==> src/rtl/instr_loader_pkg.sv <==
// Shared types for the instruction loader: FSM states, error codes and the
// supported RV32I major-opcode list used by the optional opcode check.
package instr_loader_pkg;

   typedef enum logic [2:0] {
      S_IDLE, S_LEN0, S_LEN1, S_DATA, S_CHK, S_DONE, S_ERR
   } state_t;

   localparam logic [2:0] ERR_NONE    = 3'd0;
   localparam logic [2:0] ERR_TIMEOUT = 3'd1;
   localparam logic [2:0] ERR_LEN     = 3'd2;
   localparam logic [2:0] ERR_CHK     = 3'd3;
   localparam logic [2:0] ERR_OPCODE  = 3'd4;

   localparam logic [6:0] OP_LOAD   = 7'b0000011;
   localparam logic [6:0] OP_STORE  = 7'b0100011;
   localparam logic [6:0] OP_REG    = 7'b0110011;
   localparam logic [6:0] OP_BRANCH = 7'b1100011;
   localparam logic [6:0] OP_IMM    = 7'b0010011;
   localparam logic [6:0] OP_JAL    = 7'b1101111;
   localparam logic [6:0] OP_JALR   = 7'b1100111;
   localparam logic [6:0] OP_LUI    = 7'b0110111;
   localparam logic [6:0] OP_AUIPC  = 7'b0010111;

   function automatic logic opcode_ok(input logic [6:0] op);
      case (op)
         OP_LOAD, OP_STORE, OP_REG, OP_BRANCH, OP_IMM,
         OP_JAL, OP_JALR, OP_LUI, OP_AUIPC: opcode_ok = 1'b1;
         default:                           opcode_ok = 1'b0;
      endcase
   endfunction

endpackage

==> src/rtl/instr_loader_if.sv <==
// Byte stream in from the UART receiver and word-write bus out to instruction
// memory. The loader is the master of this bundle.
interface instr_loader_if #(parameter int ADDR_W = 10);
   logic [7:0]        rx_data;
   logic              rx_valid;
   logic              imem_we;
   logic [ADDR_W-1:0] imem_addr;
   logic [31:0]       imem_wdata;

   modport master (input rx_data, rx_valid, output imem_we, imem_addr, imem_wdata);
   modport slave  (output rx_data, rx_valid, input imem_we, imem_addr, imem_wdata);
endinterface

==> src/rtl/instr_loader_word_assembler.sv <==
// Collects little-endian payload bytes into 32-bit words and keeps the running
// XOR of every payload byte since the last clear.
module word_assembler (
   input  logic        clk,
   input  logic        rst_n,
   input  logic        clear,
   input  logic        byte_vld,
   input  logic [7:0]  byte_in,
   output logic        word_vld,
   output logic [31:0] word,
   output logic [7:0]  chk
);

   logic [1:0]  idx;
   logic [23:0] shift_p0;

   always_ff @(posedge clk) begin
      if (!rst_n || clear) begin
         idx <= 2'd0;
         chk <= 8'd0;
      end else if (byte_vld) begin
         idx <= idx + 2'd1;
         chk <= chk ^ byte_in;
      end
   end

   // Oldest byte ends up in the low lane once three bytes have arrived.
   always_ff @(posedge clk) begin
      if (byte_vld) shift_p0 <= {byte_in, shift_p0[23:8]};
   end

   assign word_vld = byte_vld && (idx == 2'd3);
   assign word     = {byte_in, shift_p0};

endmodule

==> src/rtl/instr_loader.sv <==
// UART boot loader: parses LEN/payload/CHK frames into instruction-memory writes
// and holds the CPU in reset while loading. Define OPCODE_CHECK_EN to reject words
// whose major opcode is not a supported RV32I one.
module instr_loader
   import instr_loader_pkg::*;
#(
   parameter int ADDR_W  = 10,
   parameter int TIMEOUT = 1000000
) (
   input  logic                  clk,
   input  logic                  rst_n,
   input  logic                  start,
   instr_loader_if.master        bus,
   output logic                  cpu_rst_n,
   output logic                  busy,
   output logic                  done,
   output logic [2:0]            err_code
);

   localparam logic [31:0] TO_LAST = 32'(TIMEOUT - 1);
   localparam logic [31:0] MAX_LEN = 32'd1 << ADDR_W;

   state_t      state, state_nxt;
   logic [2:0]  err_nxt;
   logic [15:0] len;
   logic [15:0] len_val;
   logic [15:0] word_cnt;
   logic [31:0] to_cnt;
   logic        in_rst;
   logic        load_start;
   logic        write;
   logic        expire;
   logic        op_bad;
   logic        last_word;
   logic        word_vld;
   logic [31:0] word;
   logic [7:0]  chk;

   assign busy       = (state == S_LEN0) || (state == S_LEN1) ||
                       (state == S_DATA) || (state == S_CHK);
   assign done       = (state == S_DONE);
   assign cpu_rst_n  = !in_rst && ((state == S_IDLE) || (state == S_DONE));
   assign load_start = start && !busy;
   assign len_val    = {bus.rx_data, len[7:0]};
   assign last_word  = (word_cnt == len - 16'd1);
   // A byte arriving on the expiry cycle clears the counter instead.
   assign expire     = busy && !bus.rx_valid && (to_cnt == TO_LAST);

`ifdef OPCODE_CHECK_EN
   assign op_bad = !opcode_ok(word[6:0]);
`else
   assign op_bad = 1'b0;
`endif

   word_assembler u_asm (
      .clk      (clk),
      .rst_n    (rst_n),
      .clear    (load_start),
      .byte_vld (bus.rx_valid && (state == S_DATA)),
      .byte_in  (bus.rx_data),
      .word_vld (word_vld),
      .word     (word),
      .chk      (chk)
   );

   always_comb begin
      state_nxt = state;
      err_nxt   = err_code;
      write     = 1'b0;
      case (state)
         S_IDLE, S_DONE, S_ERR: begin
            if (start) begin
               state_nxt = S_LEN0;
               err_nxt   = ERR_NONE;
            end
         end
         S_LEN0: if (bus.rx_valid) state_nxt = S_LEN1;
         S_LEN1: begin
            if (bus.rx_valid) begin
               if ({16'd0, len_val} > MAX_LEN) begin
                  state_nxt = S_ERR;
                  err_nxt   = ERR_LEN;
               end else if (len_val == 16'd0) begin
                  state_nxt = S_CHK;
               end else begin
                  state_nxt = S_DATA;
               end
            end
         end
         S_DATA: begin
            if (word_vld) begin
               if (op_bad) begin
                  state_nxt = S_ERR;
                  err_nxt   = ERR_OPCODE;
               end else begin
                  write = 1'b1;
                  if (last_word) state_nxt = S_CHK;
               end
            end
         end
         S_CHK: begin
            if (bus.rx_valid) begin
               if (bus.rx_data == chk) begin
                  state_nxt = S_DONE;
               end else begin
                  state_nxt = S_ERR;
                  err_nxt   = ERR_CHK;
               end
            end
         end
         default: state_nxt = S_IDLE;
      endcase
      if (expire) begin
         state_nxt = S_ERR;
         err_nxt   = ERR_TIMEOUT;
      end
   end

   always_ff @(posedge clk) begin
      if (!rst_n) begin
         state    <= S_IDLE;
         err_code <= ERR_NONE;
         in_rst   <= 1'b1;
      end else begin
         state    <= state_nxt;
         err_code <= err_nxt;
         in_rst   <= 1'b0;
      end
   end

   always_ff @(posedge clk) begin
      if (!rst_n || load_start || bus.rx_valid || !busy) to_cnt <= 32'd0;
      else                                              to_cnt <= to_cnt + 32'd1;
   end

   always_ff @(posedge clk) begin
      if (bus.rx_valid && (state == S_LEN0)) len[7:0]  <= bus.rx_data;
      if (bus.rx_valid && (state == S_LEN1)) len[15:8] <= bus.rx_data;
   end

   // Write stage: registered one cycle after the word's 4th byte.
   always_ff @(posedge clk) begin
      if (!rst_n) begin
         word_cnt       <= 16'd0;
         bus.imem_we    <= 1'b0;
         bus.imem_addr  <= '0;
         bus.imem_wdata <= 32'd0;
      end else begin
         bus.imem_we <= write;
         if (load_start) begin
            word_cnt      <= 16'd0;
            bus.imem_addr <= '0;
         end else if (write) begin
            word_cnt       <= word_cnt + 16'd1;
            bus.imem_addr  <= ADDR_W'(word_cnt);
            bus.imem_wdata <= word;
         end
      end
   end

endmodule

==> src/flat_wrapper.sv <==
// flat-port wrapper written by rule: the top's interface ports become plain ports
module instr_loader_flat import instr_loader_pkg::*;
#(
   parameter int ADDR_W  = 10,
   parameter int TIMEOUT = 1000000
)
  (clk, rst_n, start, cpu_rst_n, busy, done, err_code, bus_rx_data, bus_rx_valid, bus_imem_we, bus_imem_addr, bus_imem_wdata);
  instr_loader_if #(.ADDR_W(ADDR_W)) bus_i ();
  input  logic clk;
  input  logic rst_n;
  input  logic start;
  output logic cpu_rst_n;
  output logic busy;
  output logic done;
  output logic [2:0] err_code;
  input wire logic [$bits(bus_i.rx_data)-1:0] bus_rx_data;
  input wire logic [$bits(bus_i.rx_valid)-1:0] bus_rx_valid;
  output wire logic [$bits(bus_i.imem_we)-1:0] bus_imem_we;
  output wire logic [$bits(bus_i.imem_addr)-1:0] bus_imem_addr;
  output wire logic [$bits(bus_i.imem_wdata)-1:0] bus_imem_wdata;
  assign bus_i.rx_data = bus_rx_data;
  assign bus_i.rx_valid = bus_rx_valid;
  assign bus_imem_we = bus_i.imem_we;
  assign bus_imem_addr = bus_i.imem_addr;
  assign bus_imem_wdata = bus_i.imem_wdata;
  instr_loader #(.ADDR_W(ADDR_W), .TIMEOUT(TIMEOUT)) u_core (.clk(clk), .rst_n(rst_n), .start(start), .bus(bus_i), .cpu_rst_n(cpu_rst_n), .busy(busy), .done(done), .err_code(err_code));
endmodule
==> config.mk <==
export PLATFORM = sky130hd
export DESIGN_NAME = instr_loader_flat
export DESIGN_NICKNAME = d
export VERILOG_FILES = /design/src/rtl/instr_loader_pkg.sv /design/src/rtl/instr_loader_if.sv /design/src/rtl/instr_loader_word_assembler.sv /design/src/rtl/instr_loader.sv /design/src/flat_wrapper.sv
export SDC_FILE = /design/constraint.sdc
export NUM_CORES = 1
export LEC_CHECK = 0
export BUFFER_PORTS_ARGS = -buffer_cell sky130_fd_sc_hd__buf_2
export CORE_ASPECT_RATIO = 1.1
export CORE_MARGIN = 4
export CORE_UTILIZATION = 55
export DETAILED_ROUTE_END_ITERATION = 7
export PLACE_DENSITY_LB_ADDON = 0.15
export SLEW_MARGIN = 10
export SYNTH_ARGS = -nofsm -noshare
export SYNTH_HDL_FRONTEND = slang
export SYNTH_SLANG_ARGS = --single-unit
==> constraint.sdc <==
create_clock -name clk -period 7.2 [get_ports clk]
set_input_delay 1.44 -clock clk [delete_from_list [all_inputs] [get_ports clk]]
set_output_delay 1.44 -clock clk [all_outputs]
set_load 0.005 [all_outputs]
==> impl_metrics.env, run 1 <==
export IMPL_yosysSeqAreaShare_pct=53.1
export IMPL_synth_nets=696
export IMPL_cts_root_buf="clkbuf_16"
export IMPL_clk_latency_ns=0.41
export IMPL_overflow=0
export IMPL_cts_setup_buffers=0
export IMPL_h_tree_depth=4
export IMPL_hp_class="reg2reg"
export IMPL_crit_required_ns=7.54
export IMPL_cts_tree="built"
export IMPL_grt_max_degree=45
export IMPL_grt_antenna_before_repair=0
export IMPL_cts_resized=0
export IMPL_antennaDiodeCount=0
export IMPL_reg2reg_slack_ns=4.46
export IMPL_port_buffers=59
export IMPL_synthesis_area_mm2=0.00630
export IMPL_gp_congestion=0.881
export IMPL_finalHoldViolations=0
export IMPL_grt_pass1_wl_um=22000
export IMPL_drt_iter0_drc=230
export IMPL_numCtsBuffers=17
export IMPL_syn_area_per_cell_um2=9.27
export IMPL_worstPathCellList="buf_2 -> and4b_1 -> buf_4 -> nand3_1 -> nor3_1 -> nand2_1 -> or3_1 -> a21oi_1"
export IMPL_drt_wirelength_per_cell_um=14.6
export IMPL_track_usage_pct=20.9
export IMPL_ys_warn_count=0
export IMPL_p_comb_share_pct=11.4
export IMPL_cp_end_kind="flop"
export IMPL_drtPass1Iterations=5
export IMPL_drt_total_wl_um=13000
export IMPL_drv_cap=0
export IMPL_area_growth_pct=15.2
export IMPL_cts_sinks=147
export IMPL_yosys_area_top_type_share_pct=34.0
export IMPL_start_util_pct=57.0
export IMPL_crit_type="in2reg"
export IMPL_path_delay_family="simple AND/OR/NAND/NOR gates"
export IMPL_vias_per_cell=5.47
export IMPL_powerDensity_mw_per_mm2=273
export IMPL_postSynthCellCount=680
export IMPL_p_seq_share_pct=46.9
export IMPL_p_leak_nw=2.59
export IMPL_internal_power_mw=1.46
export IMPL_synth_edf_count=40
export IMPL_clkPwrFrac_pct=41.6
export IMPL_critPathBufInv=2
export IMPL_tns_ns=0
export IMPL_postCtsHoldBufs=0
export IMPL_coreArea_mm2=0.0111
export IMPL_p_total_mw=1.99
export IMPL_timing_fmax_ghz=0.312
export IMPL_vias=4882
export IMPL_antenna_left=0
export IMPL_drive_gt1_share_pct=13.8
export IMPL_ys_seq_elements=147
export IMPL_cp_max_fo=38
export IMPL_rsz0062_at_grt="no"
export IMPL_synthTopCellsByCount="127 x nand2_1, 107 x dfxtp_1, 70 x nor2_1, 58 x a21oi_1, 45 x xor2_1"
export IMPL_status="finished, final reports clean"
export IMPL_synth_largest_area_cell="dfxtp_1"
export IMPL_die_h_um=120
export IMPL_max_stage_delay_ns=0.43
export IMPL_finalCritPeriodShare_pct=44.5
export IMPL_drv_slew=0
export IMPL_fin_skew_ns=0.00797
export IMPL_yosys_top_cells_area="dfxtp_1 34%, edfxtp_1 19%, nand2_1 7.6%"
export IMPL_rows=40
export IMPL_pin_count=61
export IMPL_stdcell_count=892
export IMPL_slew_headroom_pct=25.0
export IMPL_fillers=916
export IMPL_synth_most_common_cell="nand2_1"
export IMPL_clkTransAtPathRegs_ns=0.06
export IMPL_synth_ff_type="dfxtp_1"
export IMPL_placed_cells=860
export IMPL_dp_hpwl_um=8980
export IMPL_p_sw_mw=0.521
export IMPL_finalCriticalPeriod_ns=3.20
export IMPL_synthArstFlopShare_pct=0
export IMPL_cp_start_kind="input pin"
export IMPL_worstMarginPinSlew_ns=1.12
export IMPL_synth_cell_types=57
export IMPL_slowest_stage="nor3_1"
export IMPL_setup_viol=0
export IMPL_drc=0
export IMPL_ir_worst_vdd_mv=0.191
export IMPL_die_area_mm2=0.0132
export IMPL_die_width_um=110
export IMPL_worstPathArrival_ns=3.54
export IMPL_layout_nets=748
export IMPL_clk_path_buf_depth=2
export IMPL_switching_share_pct=26.3
export IMPL_grt_pass1_vias=4687
-- layer usage --
metal / GRT usage (%) / share of wire, %
met1: 26.6 / 44
met4: 7.09 / 1.2
met3: 5.66 / 4.6
met5: 0 / 0
met2: 34.1 / 50
-- state kept, by name, indices dropped and copies added (netlist names) --
name	flops
u_core.bus.imem_addr	10
u_core.bus.imem_wdata	32
u_core.bus.imem_we	1
u_core.err_code	2
u_core.in_rst	1
u_core.len	16
u_core.state	3
u_core.to_cnt	32
u_core.u_asm.chk	8
u_core.u_asm.idx	2
u_core.u_asm.shift_p0	24
u_core.word_cnt	16
-- final cells by class --
cell class | count | area (um2) | share of cell area (%)
clock buffer | 23 | 500 | 6.89
clock inverter | 9 | 65.1 | 0.896
inverter | 12 | 45.0 | 0.620
multi-input combinational | 491 | 2800 | 38.5
sequential | 147 | 3340 | 46.0
tap | 147 | 184 | 2.53
timing repair buffer | 63 | 325 | 4.48
-- power groups by stage --
| stage | Combinational, mW | Sequential [mW] | Clock, mW |
|---|---|---|---|
| finish | 0.227 | 0.932 | 0.827 |
| global route | 0.254 | 0.936 | 0.881 |
| CTS | 0.228 | 0.930 | 0.841 |
| detailed placement | 0.227 | 0.947 | 0 |
| global placement | 0.222 | 0.946 | 0 |
| floorplan | 0.186 | 0.923 | 0 |
-- final timing paths --
check | start | end | cells past startpoint
setup reg to reg | u_core.len[0]$_DFFE_PP_ | u_core.state[0]$_SDFFE_PP0P_ | 9
hold / removal | u_core.u_asm.shift_p0[17]$_DFFE_PP_ | u_core.u_asm.shift_p0[9]$_DFFE_PP_ | 0
hold reg to reg | u_core.u_asm.shift_p0[17]$_DFFE_PP_ | u_core.u_asm.shift_p0[9]$_DFFE_PP_ | 0
setup / recovery | bus_rx_valid | u_core.word_cnt[13]$_SDFFE_PP0P_ | 8
-- per-stage QoR --
step | instance area [um2] | worst slack [ns] | hold slack, ns | util (%)
2_1_floorplan | 6300 | 4.06 | 0.426 | -
3_5_place_dp | 6700 | 3.59 | 0.437 | 60.5
3_3_place_gp | 6700 | 3.68 | 0.436 | 60.5
4_1_cts | 7260 | 4.00 | 0.445 | 65.6
5_1_grt | 7260 | 3.77 | 0.464 | 65.6
6_report | 7260 | 4.00 | 0.447 | 65.6
-- layout by cell type, fill, tap and decap left out, types with 11 or more instances in the layout --
cell and count:
buf_2 59, o21ai_0 12, nand3_1 25, xor2_1 45
dfxtp_1 107, nand2_1 127, xnor2_1 33, a21oi_1 58
nand4_1 11, inv_1 11, edfxtp_1 40, clkbuf_16 19
nor2_1 70
-- logic make-up after synthesis --
family / after synthesis / synth area share, %
and+or+nand+nor: 308 / 23.2
DFF: 147 / 53.1
AOI/OAI and AO/OA: 97 / 8.98
xor gates and xnor gates: 78 / 10.8
buffers and inverters: 42 / 2.60
adders and majority gates: 4 / 0.794
muxes: 3 / 0.477
other: 1 / 0.0595
Power figures use the tool's default switching activity.
==> run 2, diff against run 1 <==
==> constraint.sdc (replaced) <==
create_clock -name clk -period 3.2 [get_ports clk]
set_input_delay 0.64 -clock clk [delete_from_list [all_inputs] [get_ports clk]]
set_output_delay 0.64 -clock clk [all_outputs]
set_load 0.005 [all_outputs]
==> impl_metrics.env, run 2 (synthesis results as in run 1) <==
export IMPL_hp_class="reg2reg"
export IMPL_rsz0062_at_grt="no"
export IMPL_p_total_mw=4.52
export IMPL_status="finished, final reports clean"
export IMPL_path_delay_family="simple AND/OR/NAND/NOR gates"
export IMPL_cp_end_kind="flop"
export IMPL_drc=0
export IMPL_crit_type="reg2reg"
export IMPL_port_buffers=59
export IMPL_max_stage_delay_ns=0.46
export IMPL_vias=4921
export IMPL_grt_max_degree=45
export IMPL_drt_iter0_drc=313
export IMPL_dp_hpwl_um=9200
export IMPL_critPathBufInv=1
export IMPL_drv_cap=0
export IMPL_drt_wirelength_per_cell_um=14.9
export IMPL_pin_count=61
export IMPL_slew_headroom_pct=55.1
export IMPL_cts_setup_buffers=0
export IMPL_track_usage_pct=21.5
export IMPL_die_width_um=110
export IMPL_worstPathCellList="inv_1 -> ha_1 -> nor3b_1 -> and4b_1 -> mux2i_1 -> a31oi_1 -> o2111ai_1 -> a21oi_1 -> o21a_1"
export IMPL_postCtsHoldBufs=0
export IMPL_final_cell_mix="127 x nand2_1, 107 x dfxtp_1, 70 x nor2_1"
export IMPL_cp_max_fo=5
export IMPL_finalHoldViolations=0
export IMPL_die_area_mm2=0.0132
export IMPL_start_util_pct=57.0
export IMPL_area_growth_pct=15.8
export IMPL_layout_nets=751
export IMPL_drt_total_wl_um=13400
export IMPL_cp_start_kind="flop"
export IMPL_cts_tree="built"
export IMPL_cts_sinks=147
export IMPL_fin_skew_ns=0.00783
export IMPL_slowest_stage="nor3b_1"
export IMPL_timing_fmax_ghz=0.378
export IMPL_antennaDiodeCount=0
export IMPL_drtPass1Iterations=5
export IMPL_clkTransAtPathRegs_ns=0.06
export IMPL_setup_viol=0
export IMPL_antenna_left=0
export IMPL_gp_congestion=0.853
export IMPL_coreArea_mm2=0.0111
export IMPL_reg_largest_list="u_core.bus.imem_wdata (32), u_core.to_cnt (32), u_core.u_asm.shift_p0 (24)"
export IMPL_grt_pass1_vias=4752
export IMPL_p_leak_nw=2.61
export IMPL_ir_worst_vdd_mv=0.354
export IMPL_die_h_um=120
export IMPL_grt_antenna_before_repair=0
export IMPL_layout_commonest_cell="nand2_1"
export IMPL_clk_latency_ns=0.41
export IMPL_drive_gt1_share_pct=14.0
export IMPL_vias_per_cell=5.50
export IMPL_h_tree_depth=4
export IMPL_finalCritPeriodShare_pct=82.6
export IMPL_rows=40
export IMPL_cts_root_buf="clkbuf_16"
export IMPL_grt_pass1_wl_um=22500
export IMPL_tns_ns=0
export IMPL_crit_required_ns=3.51
export IMPL_cts_resized=0
export IMPL_clk_path_buf_depth=2
export IMPL_powerDensity_mw_per_mm2=620
export IMPL_worstPathArrival_ns=2.95
export IMPL_fillers=946
export IMPL_finalCriticalPeriod_ns=2.64
export IMPL_numCtsBuffers=17
export IMPL_drv_slew=0
export IMPL_overflow=0
export IMPL_worstMarginPinSlew_ns=0.673
run 2: changes by cell type in the layout (fill, tap and decap cells not counted), sizes merged:
cell / delta
buf: +3
clkinv: -3
clkbuf: +1
clkinvlp: +1
inv: +1
run 2: final timing paths:
path	cells after the start	slack, ns	end	start
setup reg to reg	9	0.56	u_core.state[2]$_SDFFE_PN0P_	u_core.len[0]$_DFFE_PP_
hold reg to reg	0	0.45	u_core.u_asm.shift_p0[15]$_DFFE_PP_	u_core.u_asm.shift_p0[23]$_DFFE_PP_
setup / recovery	9	0.56	u_core.state[2]$_SDFFE_PN0P_	u_core.len[0]$_DFFE_PP_
hold / removal	0	0.45	u_core.u_asm.shift_p0[15]$_DFFE_PP_	u_core.u_asm.shift_p0[23]$_DFFE_PP_
run 2: per-stage QoR:
| step | hold WS [ns] | instance area [um2] | utilization, % | setup slack [ns] | std cells |
|---|---|---|---|---|---|
| detailed placement | 0.434 | 6720 | 60.7 | 0.550 | 863 |
| CTS | 0.447 | 7290 | 66.0 | 0.542 | 895 |
| global placement | 0.435 | 6720 | 60.7 | 0.657 | 863 |
| global route | 0.462 | 7290 | 66.0 | 0.222 | 895 |
| finish | 0.449 | 7290 | 66.0 | 0.557 | 895 |
| floorplan | 0.426 | 6300 | - | 0.858 | 680 |
run 2: area by class of cell:
cell class / instances / area [um2] / share of cell area (%)
sequential: 147 / 3340 / 45.8
multi-input combinational: 491 / 2800 / 38.4
clock inverter: 8 / 61.3 / 0.840
inverter: 12 / 45.0 / 0.617
timing repair buffer: 66 / 348 / 4.77
tap: 147 / 184 / 2.52
clock buffer: 24 / 515 / 7.07
run 2: metal layers:
metal  track usage, %  part of all wire (%)  up-vias
li1                 -                     -     2445
met1             26.2                    43     2332
met2             37.3                    51      129
met3             5.55                   5.0       15
met4             5.69                  0.86        0
met5                0                     0        -
run 2: where the power goes:
group / leakage, nW / internal (mW) / total, mW / switching, mW
clock: 0.283 / 1.14 / 1.90 / 0.757
combinational: 1.10 / 0.204 / 0.527 / 0.323
sequential: 1.22 / 1.99 / 2.10 / 0.108
total: 2.61 / 3.34 / 4.52 / 1.19
==> run 3, diff against run 2 <==
==> constraint.sdc (replaced) <==
create_clock -name clk -period 2.5 [get_ports clk]
set_input_delay 0.5 -clock clk [delete_from_list [all_inputs] [get_ports clk]]
set_output_delay 0.5 -clock clk [all_outputs]
set_load 0.005 [all_outputs]
==> impl_metrics.env, run 3 (synthesis results as in run 1) <==
export IMPL_status="finished, final reports clean"
export IMPL_rsz0062_at_grt="yes"
export IMPL_drt_total_wl_um=13900
export IMPL_setup_viol=0
export IMPL_area_growth_pct=18.5
export IMPL_hp_class="in2reg"
export IMPL_rows=40
export IMPL_cp_end_kind="flop"
export IMPL_crit_required_ns=2.78
export IMPL_grt_pass1_vias=4869
export IMPL_final_cell_area_mm2=0.00747
export IMPL_slew_headroom_pct=55.5
export IMPL_die_width_um=110
export IMPL_h_tree_depth=4
export IMPL_busiest_layer="met2"
export IMPL_internal_power_mw=4.26
export IMPL_drc=0
export IMPL_finalCriticalPeriod_ns=2.37
export IMPL_gp_congestion=0.838
export IMPL_antenna_left=0
export IMPL_cp_max_fo=6
export IMPL_grtUsageMet1_pct=27.3
export IMPL_grt_pass1_wl_um=23000
export IMPL_use_met2_pct=36.7
export IMPL_grt_max_degree=45
export IMPL_worstPathArrival_ns=2.65
export IMPL_antennaDiodeCount=0
export IMPL_p_seq_share_pct=45.0
export IMPL_post_place_ws_ns=-0.0411
export IMPL_timing_fmax_ghz=0.422
export IMPL_drt_iter0_drc=295
export IMPL_vias=5016
export IMPL_postCtsHoldBufs=0
export IMPL_clkPwrFrac_pct=40.8
export IMPL_stdcell_count=917
export IMPL_vias_per_cell=5.47
export IMPL_crit_type="reg2reg"
export IMPL_drtPass1Iterations=5
export IMPL_start_util_pct=57.0
export IMPL_cts_root_buf="clkbuf_16"
export IMPL_hold_ws_ns=0.392
export IMPL_p_comb_share_pct=14.1
export IMPL_drv_slew=0
export IMPL_dp_hpwl_um=9590
export IMPL_final_setup_worst_slack_ns=0.132
export IMPL_powerDensity_mw_per_mm2=782
export IMPL_grt_antenna_before_repair=0
export IMPL_port_buffers=59
export IMPL_fillers=912
export IMPL_reg_largest_list="u_core.bus.imem_wdata (32), u_core.to_cnt (32), u_core.u_asm.shift_p0 (24)"
export IMPL_drive_gt1_share_pct=17.0
export IMPL_coreArea_mm2=0.0111
export IMPL_numCtsBuffers=17
export IMPL_layout_nets=773
export IMPL_cts_sinks=147
export IMPL_switching_share_pct=26.9
export IMPL_drv_cap=0
export IMPL_pin_count=61
export IMPL_worstMarginPinSlew_ns=0.666
export IMPL_final_cell_mix="127 x nand2_1, 107 x dfxtp_1, 70 x nor2_1"
export IMPL_drt_wirelength_per_cell_um=15.1
export IMPL_overflow=0
export IMPL_placed_cells=881
export IMPL_track_usage_pct=22.1
export IMPL_cts_tree="built"
export IMPL_p_sw_mw=1.57
export IMPL_clkTransAtPathRegs_ns=0.06
export IMPL_fin_skew_ns=0.0211
export IMPL_layout_commonest_cell="nand2_1"
export IMPL_clk_path_buf_depth=2
export IMPL_finalHoldViolations=0
export IMPL_p_leak_nw=2.71
export IMPL_clk_latency_ns=0.42
export IMPL_use_met3_pct=5.29
export IMPL_die_area_mm2=0.0132
export IMPL_ir_worst_vdd_mv=0.521
export IMPL_cp_start_kind="flop"
export IMPL_die_h_um=120
export IMPL_placed_area_mm2=0.00685
export IMPL_finalCritPeriodShare_pct=94.7
==> run 3: power groups by stage <==
stage               logic [mW]  registers, mW  clock network (mW)
floorplan                0.536           2.66                   0
global placement         0.792           2.67                   0
detailed placement       0.797           2.68                   0
CTS                      0.804           2.63                2.43
global route             0.911           2.64                2.54
finish                   0.825           2.63                2.38
==> run 3: layout make-up <==
type | instances | area [um2] | share of cell area [%]
clock buffers | 22 | 487 | 6.52
clock inverters | 10 | 70.1 | 0.938
inverters | 12 | 45.0 | 0.603
multi-input cells | 491 | 2830 | 37.8
flip-flops and latches | 147 | 3340 | 44.8
well taps | 147 | 184 | 2.46
repair buffers | 88 | 513 | 6.87
==> run 3: through the flow <==
stage / total power [mW] / util (%) / TNS (ns)
2_1_floorplan: 3.20 / - / 0
3_3_place_gp: 3.47 / 62.0 / 0
3_5_place_dp: 3.47 / 62.0 / -0.0495
4_1_cts: 5.86 / 67.1 / 0
5_1_grt: 6.09 / 67.5 / -0.0355
6_report: 5.84 / 67.5 / 0
==> run 3: final timing paths <==
kind,endpoint,slack (ns),from,cells after the start
min reg2reg,u_core.u_asm.shift_p0[2]$_DFFE_PP_,0.44,u_core.u_asm.shift_p0[10]$_DFFE_PP_,0
max reg2reg,u_core.state[1]$_SDFFE_PN0P_,0.13,u_core.len[3]$_DFFE_PP_,7
min,u_core.len[8]$_DFFE_PP_,0.39,bus_rx_data[0],1
max,u_core.state[1]$_SDFFE_PN0P_,0.13,u_core.len[3]$_DFFE_PP_,7
==> run 3: routing by layer <==
layer	routed length (um)	up-vias
met5	0	-
met4	301	0
met3	688	24
met2	6900	147
met1	5970	2357
li1	-	2488
==> run 3: what timing repair did <==
action | in CTS | in global routing
endpoints found under the setup margin | 2 | 3
gates resized for setup | 3 | 3
pin swaps | 1 | 3
buffers inserted | 0 | 4
==> run 3: critical path: stages, from the launching register on <==
cell	delay (ns)
edfxtp_1	0.48
or4_4	0.59
nor4b_2	0.24
nand4_1	0.15
a211oi_2	0.26
o2111ai_2	0.23
a21oi_1	0.19
o22ai_1	0.08
